--- src/rtl/dmem_pkg.sv ---
// Shared data-memory widths, arbiter state encoding and access payload.
package dmem_pkg;

    localparam int unsigned ADR_W    = 8;
    localparam int unsigned DATA_W   = 32;
    localparam int unsigned STARVE_W = 4;
    localparam int unsigned BEAT_W   = 8;

    typedef enum logic {
        ARB   = 1'b0,
        BURST = 1'b1
    } arb_state_t;

    typedef struct packed {
        logic              we;
        logic [ADR_W-1:0]  adr;
        logic [DATA_W-1:0] wdata;
    } mem_acc_t;

endpackage

--- src/rtl/dmem_arbiter.sv ---
// Shares the single-port data memory between the CPU MEM stage and the DMA port.
// CPU has default priority; a starvation counter and bounded DMA bursts guarantee progress.
module dmem_arbiter
    import dmem_pkg::*;
#(
    parameter int unsigned STARVE_MAX = 4,
    parameter int unsigned BURST_MAX  = 8
) (
    input  logic              clk,
    input  logic              rst_n,
    input  logic              cpu_req,
    input  logic              cpu_we,
    input  logic [ADR_W-1:0]  cpu_adr,
    input  logic [DATA_W-1:0] cpu_wdata,
    output logic              cpu_gnt,
    output logic              cpu_stall,
    output logic [DATA_W-1:0] cpu_rdata,
    output logic              cpu_rvalid,
    input  logic              dma_req,
    input  logic              dma_we,
    input  logic [ADR_W-1:0]  dma_adr,
    input  logic [DATA_W-1:0] dma_wdata,
    input  logic              dma_burst,
    output logic              dma_gnt,
    output logic [DATA_W-1:0] dma_rdata,
    output logic              dma_rvalid,
    output logic [ADR_W-1:0]  mem_adr,
    output logic [DATA_W-1:0] mem_wdata,
    output logic              mem_w,
    output logic              mem_r,
    input  logic [DATA_W-1:0] mem_rdata
);

    arb_state_t          state;
    logic [STARVE_W-1:0] starve_cnt;
    logic [BEAT_W-1:0]   beat_cnt;
    mem_acc_t            cpu_acc;
    mem_acc_t            dma_acc;
    mem_acc_t            win_acc;
    logic                any_gnt;

    assign cpu_acc = '{we: cpu_we, adr: cpu_adr, wdata: cpu_wdata};
    assign dma_acc = '{we: dma_we, adr: dma_adr, wdata: dma_wdata};

    // Same-cycle grant decision; everything is held off while in reset.
    always_comb begin
        cpu_gnt = 1'b0;
        dma_gnt = 1'b0;
        if (rst_n) begin
            if (state == BURST) begin
                dma_gnt = dma_req;
            end else if (cpu_req && dma_req) begin
                if (starve_cnt < STARVE_W'(STARVE_MAX)) cpu_gnt = 1'b1;
                else                                    dma_gnt = 1'b1;
            end else begin
                cpu_gnt = cpu_req;
                dma_gnt = dma_req;
            end
        end
    end

    assign cpu_stall = rst_n & cpu_req & ~cpu_gnt;
    assign any_gnt   = cpu_gnt | dma_gnt;

    always_comb begin
        win_acc = '0;
        if (cpu_gnt)      win_acc = cpu_acc;
        else if (dma_gnt) win_acc = dma_acc;
    end

    assign mem_adr   = win_acc.adr;
    assign mem_wdata = win_acc.wdata;
    assign mem_w     = any_gnt & win_acc.we;
    assign mem_r     = any_gnt & ~win_acc.we;

    // Read return registers, starvation counter and burst tracking.
    always_ff @(posedge clk or negedge rst_n) begin
        if (!rst_n) begin
            state      <= ARB;
            starve_cnt <= '0;
            beat_cnt   <= '0;
            cpu_rdata  <= '0;
            cpu_rvalid <= 1'b0;
            dma_rdata  <= '0;
            dma_rvalid <= 1'b0;
        end else begin
            cpu_rvalid <= cpu_gnt & ~cpu_we;
            dma_rvalid <= dma_gnt & ~dma_we;
            if (cpu_gnt && !cpu_we) cpu_rdata <= mem_rdata;
            if (dma_gnt && !dma_we) dma_rdata <= mem_rdata;

            case (state)
                ARB: begin
                    if (dma_gnt || !dma_req) begin
                        starve_cnt <= '0;
                    end else if (cpu_gnt && starve_cnt != '1) begin
                        starve_cnt <= starve_cnt + STARVE_W'(1);
                    end
                    if (dma_gnt && dma_burst && BURST_MAX > 1) begin
                        state    <= BURST;
                        beat_cnt <= BEAT_W'(1);
                    end
                end
                BURST: begin
                    starve_cnt <= '0;
                    if (!dma_req || !dma_burst || beat_cnt == BEAT_W'(BURST_MAX - 1)) begin
                        state    <= ARB;
                        beat_cnt <= '0;
                    end else begin
                        beat_cnt <= beat_cnt + BEAT_W'(1);
                    end
                end
                default: begin
                    state    <= ARB;
                    beat_cnt <= '0;
                end
            endcase
        end
    end

endmodule

--- config.mk ---
export PLATFORM = sky130hd
export DESIGN_NAME = dmem_arbiter
export DESIGN_NICKNAME = d
export VERILOG_FILES = /design/src/rtl/dmem_pkg.sv /design/src/rtl/dmem_arbiter.sv
export SDC_FILE = /design/constraint.sdc
export NUM_CORES = 1
export LEC_CHECK = 0
export CAP_MARGIN = 20
export CORE_ASPECT_RATIO = 1.1
export CORE_MARGIN = 5
export CORE_UTILIZATION = 28
export CTS_CLUSTER_SIZE = 20
export DETAILED_ROUTE_END_ITERATION = 10
export HOLD_SLACK_MARGIN = 0.05
export SYNTH_ARGS = -nofsm -noshare
export SYNTH_HDL_FRONTEND = slang
export SYNTH_SLANG_ARGS = --single-unit
export TNS_END_PERCENT = 30
--- constraint.sdc ---
create_clock -name clk -period 4.7 [get_ports clk]
set_input_delay 0.47 -clock clk [delete_from_list [all_inputs] [get_ports clk]]
set_output_delay 0.47 -clock clk [all_outputs]
set_load 0.05 [all_outputs]
Yosys cells after proc, flatten, opt, wreduce, memory -nomap -nowiden:

Cells that the tools add are included.

* logic and storage cells: 57
* input port bits: 119
* register bits after elaboration: 79

* equal/unequal tests: 4
* mux-type cells: 19
* bitwise logic cells: 12
* reductions and logical operators: 12
* $add $sub $neg: 2
* $lt $le $gt $ge: 1

Operator list (count)
* two-way mux 41 bit: 2
* two-way mux 8 bit: 2
* one-hot mux 8 bit (2 select lines): 1
* two-way mux 1 bit: 10
* adder 8 x 1 -> 8 bit, second input constant: 1
* equality test 8 x 3 -> 1 bit, second input constant: 1
* two-way mux 4 bit: 2
* one-hot mux 4 bit (2 select lines): 1
* AND 1 bit: 6
* logical AND 1 bit: 5
* inverter 1 bit: 5
* adder 4 x 1 -> 4 bit, second input constant: 1
* logical NOT 1 bit: 4
* less-than comparator 4 x 3 -> 1 bit, second input constant: 1
* inequality test 4 bit, second input constant: 1
* logical OR 1 bit: 3
* inequality test 3 bit, second input constant: 1
* inequality test 2 bit, second input constant: 1
* one-hot mux 1 bit (2 select lines): 1
* bitwise OR 1 bit: 1

Logic depth before layout (Yosys ltp):

Gate-level depths: netlist of run 1.

* depth after elaboration: 9
* mapped depth: 6
* mapped depth without buffers: 5

Least setup slack after synthesis of run 1:

Ideal clock, no wire load.

* path type: in2out
* start: input cpu_req
* end: output mem_r
* path slack: 1.974 ns
* stages: 5
* data required time: 4.230 ns
* data arrival time: 2.256 ns
* path through: nor2b_2 a21oi_4 clkbuf_1 nor2_1 nor2_1

* cells in the longest elaborated chain, start to end: 8

Ends and longest elaborated chain
* start, declared: line dmem_arbiter.sv:11 `input logic cpu_req,`
* logical AND 1 bit (*): line dmem_arbiter.sv:52 `end else if (cpu_req && dma_req) begin`
* two-way mux 1 bit (*): line dmem_arbiter.sv:52
* two-way mux 1 bit (*): line dmem_arbiter.sv:50 `if (state == BURST) begin`
* two-way mux 1 bit (*): line dmem_arbiter.sv:49 `if (rst_n) begin`
* via dma_gnt: line dmem_arbiter.sv:24 `output logic dma_gnt,`
* two-way mux 41 bit: line dmem_arbiter.sv:68 `else if (dma_gnt) win_acc = dma_acc;`
* two-way mux 41 bit: line dmem_arbiter.sv:67 `if (cpu_gnt) win_acc = cpu_acc;`
* inverter 1 bit: line dmem_arbiter.sv:74 `assign mem_r = any_gnt & ~win_acc.we;`
* AND 1 bit (*): line dmem_arbiter.sv:74
* end, declared: line dmem_arbiter.sv:30 `output logic mem_r,`

Mark *: on every way through the listed nets, which the timed path passes. The rest lies on a longest branch.

Worst setup path in the final report of run 1:

* start: input cpu_req
* end: output mem_adr[4]

* cells in the longest elaborated chain, start to end: 6

Ends and longest elaborated chain
* logical AND 1 bit: line dmem_arbiter.sv:52
* two-way mux 1 bit: line dmem_arbiter.sv:52
* two-way mux 1 bit: line dmem_arbiter.sv:50
* two-way mux 1 bit: line dmem_arbiter.sv:49
* two-way mux 41 bit: line dmem_arbiter.sv:68
* two-way mux 41 bit (*): line dmem_arbiter.sv:67
* end, declared: line dmem_arbiter.sv:27 `output logic [ADR_W-1:0] mem_adr,`

Mark *: on every way between the ends. The rest lies on a longest branch, timed or not.

==> results of run 1 <==
-- flip-flops by register name (all words and copies together), names as in the netlist --
signal and cells:
dma_rvalid 1, cpu_rvalid 1, cpu_rdata 32, beat_cnt 8
dma_rdata 32, state 1, starve_cnt 4
-- through the flow --
step                instance area [µm²]  total power [µW]  setup slack (ns)   util
detailed placement                 6040              2060              1.07  0.478
global route                       6380              2880             0.905  0.505
floorplan                          3620              1570              1.97      -
CTS                                6360              2800              1.07  0.503
global placement                   6040              2050              1.12  0.478
finish                             6380              2760              1.09  0.505
-- power groups by stage --
| stage | Clock, µW | Sequential, µW | Combinational [µW] |
|---|---|---|---|
| after global placement | 0 | 886 | 1160 |
| after detailed placement | 0 | 891 | 1160 |
| after global routing | 783 | 893 | 1210 |
| final | 728 | 877 | 1150 |
| after CTS | 755 | 880 | 1170 |
| after floorplan | 0 | 1330 | 239 |
-- path summary, 6_finish.rpt --
kind                                from             to  slack, ns  cells past startpoint
max reg2reg                        state  cpu_rdata[21]       1.73                      6
min                        dma_rdata[13]  dma_rdata[13]       0.48                      1
max                              cpu_req     mem_adr[4]       1.09                      6
min in group asynchronous          rst_n  starve_cnt[3]       0.52                      2
min reg2reg                dma_rdata[13]  dma_rdata[13]       0.48                      1
max in group asynchronous          rst_n   cpu_rdata[6]       3.27                      4
-- cell usage in the layout, fill, tap and decap left out --
master           count
a21o_1               1
a21oi_1              8
a21oi_4              1
a22o_1              42
a41oi_2              1
and3_1               3
and3_2               1
buf_12               1
buf_4                6
bufinv_16            2
clkbuf_1             2
clkbuf_16            9
clkbuf_8             1
clkdlybuf4s50_1    228
clkinvlp_4           1
dfrtp_1             79
dlygate4sd3_1        1
ha_1                 2
inv_1                4
mux2_1              64
mux2i_1              3
nand2_1             11
nand3_1              7
nand3b_1             1
nand4_1              1
nor2_1               7
nor2b_2              1
nor2b_4              2
nor3_1               1
o21ai_0              1
o21ai_1              3
o311ai_1             1
o31a_1               1
o31a_4               1
o31ai_2              1
or2_2                1
or3_1                2
or3b_1               1
or4_4                1
xor2_1               1
-- cell families (layout without fill, tap and decap cells) --
group                      after synthesis  count (layout)  share of synthesized area
xor gates and xnor gates                 1               1                    0.00242
adders and majority gates                2               2                    0.00691
AOI/OAI and AO/OA                       61              61                      0.142
and+or+nand+nor                         40              40                     0.0573
buffers and inverters                   21             255                     0.0380
DFF                                     79              79                      0.546
muxes                                   67              67                      0.207
-- layout make-up --
class	count	area, µm²	area share
repair buffers	236	2360	0.369
flip-flops and latches	79	1980	0.310
multi-input cells	171	1520	0.239
clock buffers	12	246	0.0386
well taps	157	196	0.0308
clock inverters	3	67.6	0.0106
inverters	4	15.0	0.00235
-- metal layers --
| metal | global-route usage | vias up | wire length, µm |
|---|---|---|---|
| li1 | - | 1463 | - |
| met1 | 0.171 | 1480 | 4520 |
| met2 | 0.254 | 153 | 5880 |
| met3 | 0.0790 | 4 | 1260 |
| met4 | 0.0360 | 0 | 61 |
| met5 | 0 | - | 0 |
-- worst max-delay path, cell delays in order --
cell and delay [ns]:
clkdlybuf4s50_1 0.50, nor2b_2 0.24, and3_1 0.43, buf_4 0.43
a22o_1 0.24, clkdlybuf4s50_1 0.82
-- Yosys cell counts (3+ instances only) --
library cell and n:
a21oi_1 8, a22o_1 42, and3_1 3, buf_2 5
buf_6 6, clkbuf_1 4, dfrtp_1 79, inv_1 4
mux2_1 64, mux2i_1 3, nand2_1 11, nand3_1 7
nor2_1 7, o21ai_1 3
-- repair_timing --
action	4_1_cts	5_1_grt
gates resized for setup	0	0
hold buffers	1	0
endpoints found under the hold margin	2	0
==> flow_summary.yaml, run 1 <==
outcome:
  status: "finished, final reports clean"
placed_design:
  io_buffers: 229
  place.gp.congestion: 0.780
  dp.cells: 645
  hpwl_um: 9350
power_and_ir_drop:
  comb_power_share: 0.418
  seqPwrFrac: 0.318
  switching_share: 0.377
  power_density_nw_per_um2: 432
  pwr-share-clk: 0.264
  p_int_uw: 1720
  vdd_drop_max_mv: 0.297
  leakagePower_uw: 0.00261
  netSwitchingPower_uw: 1040
global_routing:
  gr-usage-all-layers: 0.151
  grt_max_degree: 78
  antenna_found_initial: 0
  grt_pass1_wl_um: 18300
  grt.overflow.total: 0
  grt_pass1_vias: 3426
clocking:
  postCtsSetupBuffers: 0
  clk_pin_slew_ns: 0.05
  root_buffer: "clkbuf_16"
  clock-sinks: 79
  tritoncts: "built"
  cts-htree-levels: 3
  numCtsBuffers: 9
  clock_latency_ns: 0.32
  clockBufferDepth: 2
synth:
  synth_fp_nets: 392
  yosysUniqueCellTypes: 35
  synth-seq-cells: 79
  synth_edf_count: 0
  synth.avg_cell_area_um2: 13.4
  syn_inst: 271
  synth-async-reset-ratio: 1.00
  synth_area_leaders: "dfrtp_1 55%, mux2_1 20%, a22o_1 10%"
  netlist.area_leader.share: 0.546
  mappedNetlistArea_um2: 3620
  synth_area_leader_cell: "dfrtp_1"
  yosysSeqAreaShare: 0.546
  synthFlopType: "dfrtp_1"
  synth_warnings: 0
critical_path:
  critPathMaxFanout: 36
  start_kind: "input pin"
  crit_required_ns: 4.23
  end_kind: "primary output"
  arrival_ns: 3.14
  worstSetupPathType: "in -> out"
layout:
  fin_cells: 662
  n_antenna_cell: 0
  fillers: 1144
  areaGrowthSynthToFinish_pct: 76.2
  drive_above_1_share: 0.0594
  nets: 622
run:
  drv_cap: 0
floorplanning:
  die_y_um: 129
  pin_count: 230
  dieArea_um2: 15300
  die_w_um: 118
  rows: 43
  core_region_area_um2: 12600
  initial_core_util: 0.286
sta:
  period_minus_slack_ns: 3.61
  finalHoldViolCount: 0
  setup_violations: 0
  hold_ws_ns: 0.480
  max_freq_mhz: 277
  skew_ns: 0.00560
  rsz0062_at_grt: "false"
  fin_tns_setup_ns: 0
  slew_viol_final: 0
  worstMarginPinSlew_ns: 0.712
  period_share: 0.769
  slew-limit-headroom: 0.525
drt:
  first_iter_violations: 130
  drt_wl_total_um: 11700
  first_pass_iters: 4
  antenna_left: 0
  via_per_inst: 4.68
  via_count: 3100
  wl_per_cell_um: 17.7
  drc: 0
min_path:
  hold_class: "reg -> reg"
No activity file was read; power rests on OpenSTA's default activity.
==> run 2: changes to the inputs <==
--- a/config.mk
+++ b/config.mk
@@ -12,6 +12,7 @@
 export CTS_CLUSTER_SIZE = 20
 export DETAILED_ROUTE_END_ITERATION = 10
 export HOLD_SLACK_MARGIN = 0.05
+export PLACE_DENSITY = 0.67
 export SYNTH_ARGS = -nofsm -noshare
 export SYNTH_HDL_FRONTEND = slang
 export SYNTH_SLANG_ARGS = --single-unit
==> constraint.sdc (replaced) <==
create_clock -name clk -period 2.9 [get_ports clk]
set_input_delay 0.29 -clock clk [delete_from_list [all_inputs] [get_ports clk]]
set_output_delay 0.29 -clock clk [all_outputs]
set_load 0.05 [all_outputs]
==> run 2 against run 1 <==
  * Final area rose by 7.1%
  * Total power rose by 64%
  * Hold slack improved by 0.0025 ns
  * Setup slack got worse by 0.55 ns
  * Global-route usage fell by 0.26 points
  * Combinational power rose by 72%
  * Via count rose by 0.97%
  * Register-to-register slack got worse by 0.74 ns
  * Clock skew fell by 0.0016 ns
  * Non-clock buffer count did not move
  * Die area did not move
  * Critical path depth rose by 1
  * Critical path type unchanged
  * Critical endpoint is now mem_r
==> flow_summary.yaml, run 2 (synthesis results as in run 1) <==
critical_path:
  slowest_stage: "clkdlybuf4s50_1"
  critPathMaxStageDelay_ns: 0.59
  r2r_setup_slack_ns: 0.99
  end_kind: "primary output"
  setup.worst_path.start: "dma_req"
  critPathMaxFanout: 44
  crit_end: "mem_r"
  worstSetupPathType: "in -> out"
  crit_required_ns: 2.61
  start_kind: "input pin"
  ff2ff_path_depth: 5
  r2r_end: "cpu_rdata[4]"
  r2r-start: "state"
  arrival_ns: 2.07
  cp_cell_sequence: "clkdlybuf4s50_1, o21ai_1, and3_1, buf_12, a22o_1, nor2_1, buf_4"
global_routing:
  gr-usage-all-layers: 0.148
  antenna_found_initial: 0
  grt_pass1_wl_um: 18200
  grt.overflow.total: 0
  grt_max_degree: 51
  grt_pass1_vias: 3444
layout:
  areaGrowthSynthToFinish_pct: 88.7
  drive_above_1_share: 0.148
  n_antenna_cell: 0
  layout_commonest_cell: "clkdlybuf4s50_1"
  final_cell_mix: "183 x clkdlybuf4s50_1, 79 x dfrtp_1, 64 x mux2_1"
  nets: 622
  reg_top3: "cpu_rdata: 32 flops, dma_rdata: 32 flops, beat_cnt: 8 flops"
floorplanning:
  initial_core_util: 0.286
  rows: 43
  core_region_area_um2: 12600
  dieArea_um2: 15300
  pin_count: 230
  die_w_um: 118
  die_y_um: 129
power_and_ir_drop:
  leakagePower_uw: 0.00283
  finalPower_uw: 4540
  power_density_nw_per_um2: 664
  vdd_drop_max_mv: 0.484
clocking:
  cts-htree-levels: 3
  root_buffer: "clkbuf_16"
  numCtsBuffers: 9
  cts_resized: 0
  clockBufferDepth: 2
  tritoncts: "built"
  clock-sinks: 79
  clk_pin_slew_ns: 0.05
  clock_latency_ns: 0.33
drt:
  drc: 0
  wl_per_cell_um: 17.5
  first_pass_iters: 4
  drt_wl_total_um: 11600
  via_per_inst: 4.72
  via_count: 3130
  antenna_left: 0
  first_iter_violations: 95
placed_design:
  io_buffers: 229
  hpwl_um: 9200
  pre_cts_slack_ns: 0.525
  place.gp.congestion: 0.762
sta:
  max_freq_mhz: 424
  slew_viol_final: 0
  skew_ns: 0.00402
  worstMarginPinSlew_ns: 0.629
  layout_setup_ws_ns: 0.540
  fin_tns_setup_ns: 0
  finalHoldViolCount: 0
  setup_violations: 0
  period_minus_slack_ns: 2.36
  rsz0062_at_grt: "false"
  slew-limit-headroom: 0.580
  period_share: 0.814
min_path:
  whs_path_depth: 1
  hold_class: "reg -> reg"
outcome:
  status: "finished, final reports clean"
run:
  drv_cap: 0
[run 2: changes by cell type in the layout (fill, tap and decap cells not counted)]
cell	change
buf_4	-1
clkbuf_8	+1
buf_12	+46
clkinvlp_4	-1
clkinv_4	+1
bufinv_16	-1
clkdlybuf4s50_1	-45
clkbuf_1	+1
[run 2: area by class of cell]
| type | count | area (µm²) |
|---|---|---|
| clock buffers | 14 | 264 |
| clock inverters | 2 | 38.8 |
| well taps | 157 | 196 |
| fillers | 1091 | 5810 |
| multi-input cells | 171 | 1520 |
| repair buffers | 236 | 2820 |
| flip-flops and latches | 79 | 1980 |
| inverters | 4 | 15.0 |
[run 2: worst min-delay path by stage]
stage	startpoint	endpoint	slack, ns
2_1_floorplan	rst_n	beat_cnt[0]	-0.006
3_3_place_gp	rst_n	starve_cnt[3]	0.40
3_5_place_dp	rst_n	state	0.39
4_1_cts	cpu_rdata[31]	cpu_rdata[31]	0.49
5_1_grt	dma_rdata[31]	dma_rdata[31]	0.49
6_report	dma_rdata[31]	dma_rdata[31]	0.48
[run 2: critical path, delay by kind of cell]
kind / cells / cell delay, ns
compound gates: 2 / 0.42
simple gates: 2 / 0.36
buf+inv: 3 / 0.99
[run 2: where the power goes]
| part | internal, µW | switching, µW | total [µW] |
|---|---|---|---|
| Sequential | 1310 | 111 | 1420 |
| Combinational | 786 | 1200 | 1980 |
| Clock | 716 | 414 | 1130 |
| Total | 2820 | 1720 | 4540 |
[run 2: timing repair]
item,4_1_cts,5_1_grt
setup buffers,0,0
endpoints found under the hold margin,29,0
hold buffers,1,0
[run 2: through the flow]
stage | util | area [µm²] | hold slack (ns) | instances
after detailed placement | 0.516 | 6520 | 0.392 | 646
after floorplan | - | 3620 | -0.00559 | 271
final | 0.541 | 6830 | 0.482 | 663
after global routing | 0.541 | 6830 | 0.489 | 663
after global placement | 0.516 | 6520 | 0.397 | 646
after CTS | 0.541 | 6830 | 0.487 | 663
[run 2: layer usage]
| metal | wire length (µm) | GRT usage |
|---|---|---|
| met2 | 5790 | 0.260 |
| met4 | 237 | 0.0534 |
| met3 | 1200 | 0.0659 |
| met5 | 0 | 0 |
| met1 | 4360 | 0.160 |
==> edit 1 (flow settings as in run 2) <==
The package constant `BEAT_W` goes from 8 to 7.
--- a/src/rtl/dmem_pkg.sv
+++ b/src/rtl/dmem_pkg.sv
@@ -5,5 +5,5 @@
     localparam int unsigned DATA_W   = 32;
     localparam int unsigned STARVE_W = 4;
-    localparam int unsigned BEAT_W   = 8;
+    localparam int unsigned BEAT_W   = 7;
 
     typedef enum logic {
Formal check against the unedited RTL: same outputs for any inputs over 10 cycles, from zero or initial values and one cycle with rst_n low; that may be too few to reach the edited logic, so the function may still have changed.
==> edit 1 against run 2 <==
- setup slack got worse by 0.13 ns
- largest cell class unchanged
- critical endpoint is now mem_wdata[28]
- sequential share of layout area decreased by 0.44 points
- synthesized cell count decreased by 4.8%
- synthesized area increased by 0.14%
- power increased by 4.0%
- cell area increased by 0.26%
- sequential cell count decreased by 1
- register-to-register slack got worse by 0.08 ns
- routed wire length increased by 5.3%
==> edit 1: results (changes against run 2) <==
Parameter                              Value

Status
  Result of the run    finished, final reports clean (unchanged)

Critical path
  Maximum net fanout on the critical path    37 (was 44)
  Slowest stage cell, crit path    sky130_fd_sc_hd__dlygate4sd3_1 (was sky130_fd_sc_hd__clkdlybuf4s50_1)
  Source of the critical timing path    rst_n (was dma_req)

Final layout
  Count of non-filler cells in the finished layout    652 (was 663)
  Area taken by flip-flops and latches    1950 um^2 (was 1980 um^2)
  Largest registers    cpu_rdata (32), dma_rdata (32), beat_cnt (7) (was cpu_rdata (32), dma_rdata (32), beat_cnt (8))
  Layout cell share with drive strength beyond 1    28.9% (was 14.8%)
  Clock buffer count in the final layout    11 (was 14)
  Number of logic inverters in the finished layout    2 (was 4)
  Util after Layout    54.2% (was 54.1%)
  Fillers    1,058 (was 1,091)
  Share of the final layout cell area in multi-input gates    22.6% (was 22.3%)
  Multi-input gates    161 (was 171)

Synthesis
  Area fraction in compound gates after synthesis    13.5% (was 14.2%)
  Count of different cell masters after synthesis    36 (was 35)
  Largest cells by area after synthesis    sky130_fd_sc_hd__dfrtp_1 (54%), sky130_fd_sc_hd__mux2_4 (12%), sky130_fd_sc_hd__mux2_2 (11%) (was sky130_fd_sc_hd__dfrtp_1 (55%), sky130_fd_sc_hd__mux2_1 (20%), sky130_fd_sc_hd__a22o_1 (10%))
  Multiplexer share of the synthesized area    23.4% (was 20.7%)
  Share of synthesized area occupied by flip-flops and latches    53.8% (was 54.6%)
  Leading cell types by count after synthesis    sky130_fd_sc_hd__dfrtp_1 (78), sky130_fd_sc_hd__a22o_1 (42), sky130_fd_sc_hd__mux2_2 (37) (was sky130_fd_sc_hd__dfrtp_1 (79), sky130_fd_sc_hd__mux2_1 (64), sky130_fd_sc_hd__a22o_1 (42))
  XOR/XNOR Fraction of Synth Area    0.241% (was 0.242%)
  Post-Syn Nets    379 (was 392)

Pwr
  Comb pwr    2.08 mW (was 1.98 mW)
  Static leakage power    2.86 nW (was 2.83 nW)

Drt
  Vias per cell    4.77 (was 4.72)
  Drt initial violations    137 (was 95)
  Routed wirelength normalized by instance count    18.7 um (was 17.5 um)

STA
  Worst clock skew    0.00577 ns (was 0.00402 ns)
  Worst slew margin relative to its limit    54.6% (was 58.0%)

Placed design
  Number of placed instances with taps included    635 (was 646)
  Worst slack after detailed placement    0.465 ns (was 0.525 ns)
  Final HPWL DP    10.1 mm (was 9.20 mm)
  Global placer's final weighted congestion    0.788 (was 0.762)

Global routing
  Global-route wire length before repair    19.1 mm (was 18.2 mm)
  Aggregate global-route resource usage    15.7% (was 14.8%)

Min path
  Hold WC Path Type    in -> async (was reg -> reg)

Clocking
  Clock tree sinks    78 (was 79)
-- edit 1: metal layers --
| layer | up-vias | GRT usage, % | part of all wire (%) |
|---|---|---|---|
| li1 | 1436 | - | - |
| met1 | 1477 | 17.9 | 39 |
| met2 | 178 | 26.4 | 49 |
| met3 | 17 | 7.59 | 11 |
| met4 | 0 | 4.47 | 1.7 |
| met5 | - | 0 | 0 |
-- edit 1: worst min path at each step --
stage                from     endpoint  slack (ns)  cells after the start
floorplan           rst_n  beat_cnt[0]      -0.006                      0
global placement    rst_n        state        0.11                      1
detailed placement  rst_n  beat_cnt[0]        0.11                      1
CTS                 rst_n  beat_cnt[0]        0.33                      2
global route        rst_n  beat_cnt[0]        0.35                      2
finish              rst_n        state        0.36                      2
-- edit 1: repair_timing --
action	in CTS	in global routing
hold buffers	1	0
hold endpoints to repair	24	0
setup buffers	0	0
==> edit 2 (flow settings as in run 2) <==
Made on the original files. Make the reset (`rst_n`) synchronous in one clocked block.
--- a/src/rtl/dmem_arbiter.sv
+++ b/src/rtl/dmem_arbiter.sv
@@ -75,5 +75,5 @@
 
     // Read return registers, starvation counter and burst tracking.
-    always_ff @(posedge clk or negedge rst_n) begin
+    always_ff @(posedge clk) begin
         if (!rst_n) begin
             state      <= ARB;
Function: differs if rst_n is asserted again (counterexample within 4 cycles, from zero or initial values and one cycle with rst_n low); with rst_n held inactive, the same outputs for 10 cycles.
==> edit 2 against run 2 <==
- sequential cell count did not move
- worst hold slack got worse by 0.030 ns
- global-route usage rose by 3.3 points
- setup slack got worse by 0.078 ns
- die area shrank 6.1%
- via count is 21% higher
- cell area down 4.6%
- synthesized area down 6.6%
- final cell count up 19%
- register-to-register slack better by 0.18 ns
- routed wire length rose by 18%
- maximum frequency down 3.2%
- critical path type unchanged
Power is not compared: it rests on default switching activity, and its combinational part moved more than twofold at a synthesized area within 25%.
==> edit 2: results (changes against run 2) <==
Parameter                              Value

Critical path
  Register-to-register setup slack    1.17 ns (was 0.99 ns)
  Peak per-stage delay on the critical path    0.51 ns (was 0.59 ns)
  Crit Reg-Reg Startpoint    state (unchanged)
  Endpoint of the worst register-to-register path    beat_cnt[6] (was cpu_rdata[4])
  Worst path arrival time    2.15 ns (was 2.07 ns)
  Maximum net fanout on the critical path    42 (was 44)

Status
  Result of the run    finished, final reports clean (unchanged)

Synthesis
  Post-Syn Nets    540 (was 392)
  Area share of fa/ha/maj cells after synthesis    0.740% (was 0.691%)
  Area fraction in compound gates after synthesis    25.3% (was 14.2%)
  Leading register cell type out of synthesis    sky130_fd_sc_hd__dfxtp_1 (was sky130_fd_sc_hd__dfrtp_1)
  Count of different cell masters after synthesis    37 (was 35)
  Share of synthesized area occupied by flip-flops and latches    46.7% (was 54.6%)

Die
  Die width    115 um (was 118 um)

STA
  Least-Margin Pin Slew    0.612 ns (was 0.629 ns)

Drt
  Sum of met3 wire segment lengths after detailed routing    1.48 mm (was 1.20 mm)
  Met1 wire length    5.23 mm (was 4.36 mm)
  Met2 wirelength from detailed routing    6.82 mm (was 5.79 mm)
  Routed wirelength normalized by instance count    17.2 um (was 17.5 um)

Final layout
  Sequential fraction of total cell area    24.3% (was 28.9%)
  Non-clock buffering overhead in the final layout    42.9% (was 41.3%)
  Clock buffer count in the final layout    11 (was 14)
  Share of the final layout cell area in multi-input gates    24.6% (was 22.3%)
  Count of flip-flops and latches    79 (unchanged)

Global routing
  Met2 global-route usage    32.5% (was 26.0%)
  Vias in the first global route    3,741 (was 3,444)
  Global-route wire length before repair    20.7 mm (was 18.2 mm)
  Met1 track utilization from global routing    20.0% (was 16.0%)

Placed design
  Total cell area at the placement stage    6190 um^2 (was 6520 um^2)

Min path
  Worst hold stages    2 (was 1)
  Hold Crit Endpoint    dma_rdata[2] (was dma_rdata[31])
edit 2: cell count changes in the layout (fill, tap and decap cells not counted), moves of 3 or more:
cell / before / now
sky130_fd_sc_hd__mux2_1: 64 / 0
sky130_fd_sc_hd__o21ai_0: 1 / 38
sky130_fd_sc_hd__a21oi_1: 8 / 35
sky130_fd_sc_hd__mux2i_1: 3 / 0
sky130_fd_sc_hd__a31oi_1: 0 / 4
sky130_fd_sc_hd__and3_1: 3 / 0
sky130_fd_sc_hd__nand2_1: 11 / 135
sky130_fd_sc_hd__dfrtp_1: 79 / 0
sky130_fd_sc_hd__dfxtp_1: 0 / 79
edit 2: stage by stage:
stage               instances  setup WS, ns  hold WS, ns  util [%]
floorplan                 419         0.745        0.399         -
global placement          776         0.467        0.439      51.9
detailed placement        776         0.450        0.447      51.9
CTS                       792         0.454        0.455      54.6
global route              792         0.398        0.475      54.6
finish                    792         0.462        0.452      54.6
